### config.mk
export PLATFORM = sky130hd
export DESIGN_NAME = gpi_debounce_flat
export DESIGN_NICKNAME = d
export VERILOG_FILES = /design/src/rtl/gpi_debounce_if.sv /design/src/rtl/gpi_debounce.sv /design/src/flat_wrapper.sv
export SDC_FILE = /design/constraint.sdc
export NUM_CORES = 1
export LEC_CHECK = 0
export BUFFER_PORTS_ARGS = -buffer_cell sky130_fd_sc_hd__buf_4
export CORE_ASPECT_RATIO = 1.5
export CORE_UTILIZATION = 50
export DETAILED_ROUTE_END_ITERATION = 6
export GPL_ROUTABILITY_DRIVEN = 0
export GPL_TIMING_DRIVEN = 0
export HOLD_SLACK_MARGIN = 0.12
export PLACE_DENSITY = 0.71
export SYNTH_ARGS = -nofsm -noshare
export SYNTH_HDL_FRONTEND = slang
export SYNTH_SLANG_ARGS = --single-unit
### constraint.sdc
create_clock -name clk -period 2.7 [get_ports clk]
set_input_delay 0.405 -clock clk [delete_from_list [all_inputs] [get_ports clk]]
set_output_delay 0.405 -clock clk [all_outputs]
set_load 0.05 [all_outputs]
### src/rtl/gpi_debounce_if.sv
// Raw input / debounced output bundle between the external pins and the GPI core.
// master = pin side / consumer, slave = debounce block.
interface gpi_debounce_if #(
    parameter int W = 8
);
    logic [W-1:0] raw_in;
    logic [W-1:0] db_out;
    logic [W-1:0] rise_tick;
    logic [W-1:0] fall_tick;

    modport master (
        output raw_in,
        input  db_out,
        input  rise_tick,
        input  fall_tick
    );

    modport slave (
        input  raw_in,
        output db_out,
        output rise_tick,
        output fall_tick
    );
endinterface

### src/rtl/gpi_debounce.sv
// Synchronise and debounce W raw inputs; optional rise/fall ticks (GPI_DEBOUNCE_EDGE_EN).
// Latency: SYNC_STAGES edges of synchroniser, then DB_TICKS cycles of stable hold in WAIT.
// No backpressure: free-running input conditioner, outputs are levels and one-cycle pulses.
module gpi_debounce #(
    parameter int W           = 8,
    parameter int SYNC_STAGES = 2,
    parameter int DB_TICKS    = 1_000_000
) (
    input  logic          clk,
    input  logic          reset_n,
    gpi_debounce_if.slave io
);

    localparam int             CW      = $clog2(DB_TICKS + 1);
    localparam logic [CW-1:0]  CNT_MAX = CW'(DB_TICKS);
    localparam logic [CW-1:0]  CNT_ONE = CW'(1);

    typedef enum logic [1:0] {
        STABLE0 = 2'd0,
        WAIT1   = 2'd1,
        STABLE1 = 2'd2,
        WAIT0   = 2'd3
    } db_state_t;

    logic [W-1:0]  sync_q [SYNC_STAGES];
    logic [W-1:0]  s;

    db_state_t     state_q [W];
    db_state_t     state_d [W];
    logic [CW-1:0] cnt_q   [W];
    logic [CW-1:0] cnt_d   [W];
    logic [W-1:0]  db_q;
    logic [W-1:0]  db_d;

    always_ff @(posedge clk or negedge reset_n) begin
        if (!reset_n) begin
            for (int k = 0; k < SYNC_STAGES; k++) begin
                sync_q[k] <= '0;
            end
        end else begin
            sync_q[0] <= io.raw_in;
            for (int k = 1; k < SYNC_STAGES; k++) begin
                sync_q[k] <= sync_q[k-1];
            end
        end
    end

    assign s = sync_q[SYNC_STAGES-1];

    always_ff @(posedge clk or negedge reset_n) begin
        if (!reset_n) begin
            for (int i = 0; i < W; i++) begin
                state_q[i] <= STABLE0;
                cnt_q[i]   <= '0;
            end
            db_q <= '0;
        end else begin
            for (int i = 0; i < W; i++) begin
                state_q[i] <= state_d[i];
                cnt_q[i]   <= cnt_d[i];
            end
            db_q <= db_d;
        end
    end

`ifdef GPI_DEBOUNCE_EDGE_EN
    logic [W-1:0] rise_d;
    logic [W-1:0] fall_d;
    logic [W-1:0] rise_q;
    logic [W-1:0] fall_q;
`endif

    // The counter is cleared whenever a WAIT state resolves, so it can never pass CNT_MAX.
    always_comb begin
`ifdef GPI_DEBOUNCE_EDGE_EN
        rise_d = '0;
        fall_d = '0;
`endif
        db_d = '0;
        for (int i = 0; i < W; i++) begin
            state_d[i] = state_q[i];
            cnt_d[i]   = cnt_q[i];
            case (state_q[i])
                STABLE0: begin
                    if (s[i]) begin
                        state_d[i] = WAIT1;
                        cnt_d[i]   = CNT_ONE;
                    end else begin
                        cnt_d[i]   = '0;
                    end
                end
                WAIT1: begin
                    if (!s[i]) begin
                        state_d[i] = STABLE0;
                        cnt_d[i]   = '0;
                    end else if (cnt_q[i] == CNT_MAX) begin
                        state_d[i] = STABLE1;
                        cnt_d[i]   = '0;
`ifdef GPI_DEBOUNCE_EDGE_EN
                        rise_d[i]  = 1'b1;
`endif
                    end else begin
                        cnt_d[i]   = cnt_q[i] + CNT_ONE;
                    end
                end
                STABLE1: begin
                    if (!s[i]) begin
                        state_d[i] = WAIT0;
                        cnt_d[i]   = CNT_ONE;
                    end else begin
                        cnt_d[i]   = '0;
                    end
                end
                WAIT0: begin
                    if (s[i]) begin
                        state_d[i] = STABLE1;
                        cnt_d[i]   = '0;
                    end else if (cnt_q[i] == CNT_MAX) begin
                        state_d[i] = STABLE0;
                        cnt_d[i]   = '0;
`ifdef GPI_DEBOUNCE_EDGE_EN
                        fall_d[i]  = 1'b1;
`endif
                    end else begin
                        cnt_d[i]   = cnt_q[i] + CNT_ONE;
                    end
                end
                default: begin
                    state_d[i] = STABLE0;
                    cnt_d[i]   = '0;
                end
            endcase
            // db follows the next state so level and ticks update on the same edge.
            db_d[i] = (state_d[i] == STABLE1) || (state_d[i] == WAIT0);
        end
    end

    assign io.db_out = db_q;

`ifdef GPI_DEBOUNCE_EDGE_EN
    always_ff @(posedge clk or negedge reset_n) begin
        if (!reset_n) begin
            rise_q <= '0;
            fall_q <= '0;
        end else begin
            rise_q <= rise_d;
            fall_q <= fall_d;
        end
    end

    assign io.rise_tick = rise_q;
    assign io.fall_tick = fall_q;
`else
    assign io.rise_tick = '0;
    assign io.fall_tick = '0;
`endif

endmodule

### src/flat_wrapper.sv
// flat-port wrapper written by rule: the top's interface ports become plain ports
module gpi_debounce_flat 
#(
    parameter int W           = 8,
    parameter int SYNC_STAGES = 2,
    parameter int DB_TICKS    = 1_000_000
)
  (clk, reset_n, io_raw_in, io_db_out, io_rise_tick, io_fall_tick);
  gpi_debounce_if #(.W(W)) io_i ();
  input  logic clk;
  input  logic reset_n;
  input wire logic [$bits(io_i.raw_in)-1:0] io_raw_in;
  output wire logic [$bits(io_i.db_out)-1:0] io_db_out;
  output wire logic [$bits(io_i.rise_tick)-1:0] io_rise_tick;
  output wire logic [$bits(io_i.fall_tick)-1:0] io_fall_tick;
  assign io_i.raw_in = io_raw_in;
  assign io_db_out = io_i.db_out;
  assign io_rise_tick = io_i.rise_tick;
  assign io_fall_tick = io_i.fall_tick;
  gpi_debounce #(.W(W), .SYNC_STAGES(SYNC_STAGES), .DB_TICKS(DB_TICKS)) u_core (.clk(clk), .reset_n(reset_n), .io(io_i));
endmodule
==> run summary <==
PD cells: 536 mW/mm^2
DRT antenna net count: 0
sequential power share: 51.9%
Pint: 4.53 mW
delay-heaviest family, CP: compound AO/OA/AOI/OAI gates
crit path DAT: 2660 ps
row count: 62
Final Hold Fails: 0
IO Count: 34
total grt overflow: 0
synth top area cells: dfrtp_1 (51%), xor2_1 (5.0%), nor2_1 (4.7%), xnor2_1 (4.2%), nand3_1 (3.1%)
clk buf depth: 2
CP required: 3010 ps
vias per cell: 5.47
Synth Flop Type: dfrtp_1
Worst setup EP type: register
vias in the first global route: 7063
share of the synthesized area in the top cell type: 51.4%
HP Start: u_core.sync_q[12]$_DFF_PN0_
Clock Skews: 11.5 ps
Area Growth Syn to Fin: 13.0%
initial antenna violation count: 0
cell leakage power: 4.41 nW
Seq cells post-synth: 200
Die Ht: 173 microns
Core Box Area: 0.0191 sq mm
crit path launch type: register
worst-skew pair later-pin latency: 430 ps
Root Buffer: clkbuf_16
VDD IR max: 0.376 mV
worst min path class: register to register
die width: 116 microns
combinational fraction of design power: 4.6%
fin nets: 1058
cell taking the most area after synthesis: dfrtp_1
largest net degree at the start of global routing: 78
sw frac: 23.2%
achievable frequency: 425 MHz
status: completed
slowest stage delay, CP: 670 ps
FF/Latch Area: 0.00500 sq mm
Syn. warnings: 0
Clock power frac: 43.5%
Synth Area per Inst: 10.0 sq um
minimum clock period: 2350 ps
area of the multi-input gates: 0.00442 sq mm
reg-to-reg slack, setup: 350 ps
top-count cell post-synth: dfrtp_1
Initial DRC Count: 346
Crit Path Max Fanout: 10
endpoints failing setup: 0
RSZ-0062 raised after global routing: false
final WL: 17400 microns
global-route wire length before repair: 31100 microns
WS Path Type: register to register
die area: 0.0200 sq mm
Tot GR Track Use: 19.0%
dpl hpwl: 12100 microns
drt first pass iters: 4
Crit-path slowest cell: o21ai_1
wire per inst: 13.4 microns
sequential area share after synthesis: 51.4%
CTS tree: built
launching point of the worst reg2reg path: u_core.cnt_q[120]$_DFF_PN0_
setup TNS: 0 ps
Filler cells: 1696
Commonest cells post-synth: dfrtp_1 (200), nor2_1 (123), nand3_1 (60)
Worst-Margin Slew: 801 ps
cells after synthesis: 970
P_sw: 1.37 mW
routed via count: 7114
Synth cell types: 50
TritonCTS Sinks: 200
EDFF count, synth: 0
clock slew at reported path FFs: 70 ps
# DRC: 0
initial core utilization: 51.0%
max cap viols: 0
layout cell share with drive strength beyond 1: 10.8%
Max Slew Vio Count: 0
Util after Layout: 57.6%
CP Cell Sequence: inv_1, ha_1, nor4b_1, nand4_1, o21ai_1, clkbuf_1, nor2_1
FFs w/ async S/R, synth: 100%
ant diodes: 0
mapped cell area: 0.00974 sq mm
Bufs and invs on worst path: 2
Critical Path Start: u_core.cnt_q[120]$_DFF_PN0_
final worst path period share: 87.2%
Port Buffers: 17
max_slew headroom: 46.2%
Num CTS Buffers: 17
H-tree Lvls: 4
sequential cells by signal, summed over array words and instances, names as in the netlist:
name,flops
u_core.s,8
u_core.cnt_q,160
u_core.io.db_out,8
u_core.state_q,16
u_core.sync_q,8
power groups by stage:
stage | clock network (mW) | logic [mW] | registers (mW)
final | 2.56 | 0.272 | 3.06
after detailed placement | 0 | 0.269 | 3.12
after floorplan | 0 | 0.161 | 3.11
after global routing | 2.77 | 0.309 | 3.06
after CTS | 2.64 | 0.281 | 3.06
after global placement | 0 | 0.253 | 3.12
cell usage in the layout, fill, tap and decap left out, types with 17 or more instances in the layout:
cell type,instances
a21oi_1,49
and4_1,21
buf_4,33
clkbuf_16,17
dfrtp_1,200
inv_1,38
nand2_1,57
nand3_1,60
nand4_1,39
nor2_1,123
nor4_1,20
o21ai_0,32
o31ai_1,17
or3_1,31
or4_1,22
xnor2_1,47
xor2_1,56
cell type report:
| type | instances | share of cell area, % |
|---|---|---|
| plain buffers | 40 | 2.05 |
| clock buffers | 18 | 3.99 |
| clock inverters | 14 | 1.50 |
| inverters | 38 | 1.30 |
| multi-input cells | 707 | 40.2 |
| flip-flops and latches | 200 | 45.5 |
| well taps | 256 | 2.91 |
| repair buffers | 28 | 2.55 |
stage by stage:
step | hold WS [ps] | total power [mW] | cell area (sq um) | cells | setup slack (ps)
final | 357 | 5.90 | 11000 | 1301 | 346
after global routing | 360 | 6.14 | 11000 | 1301 | 102
after CTS | 355 | 5.97 | 11000 | 1301 | 318
after detailed placement | 335 | 3.39 | 10300 | 1260 | 328
after global placement | 333 | 3.37 | 10200 | 1258 | -141
after floorplan | 109 | 3.27 | 9790 | 985 | 700
kinds of logic (layout without fill, tap and decap cells):
| kind of cell | count (synthesis) | count (layout) | share of synthesized area, % |
|---|---|---|---|
| adders and majority gates | 16 | 16 | 2.06 |
| and+or+nand+nor | 441 | 441 | 24.6 |
| muxes | 16 | 16 | 1.85 |
| other | 1 | 16 | 0.0385 |
| DFF | 200 | 200 | 51.4 |
| xor gates and xnor gates | 103 | 103 | 9.27 |
| buffers and inverters | 78 | 138 | 3.78 |
| AOI/OAI and AO/OA | 115 | 115 | 7.04 |
layer usage:
| metal | wire [microns] | GRT usage [%] |
|---|---|---|
| met5 | 0 | 0 |
| met3 | 344 | 3.65 |
| met2 | 9280 | 34.4 |
| met1 | 7570 | 22.1 |
| met4 | 244 | 6.30 |
worst paths after layout:
check	to	cells past startpoint
min	u_core.s[4]$_DFF_PN0_	0
max in group asynchronous	u_core.s[2]$_DFF_PN0_	4
min reg2reg	u_core.s[4]$_DFF_PN0_	0
max reg2reg	u_core.cnt_q[127]$_DFF_PN0_	7
max	u_core.cnt_q[127]$_DFF_PN0_	7
min in group asynchronous	u_core.sync_q[11]$_DFF_PN0_	2
what timing repair did:
action	4_1_cts	5_1_grt
hold buffers	9	0
buffers inserted	0	0
resized for setup	0	0
endpoints found under the hold margin	57	0
Note: power is estimated with default switching activity, not from simulation.
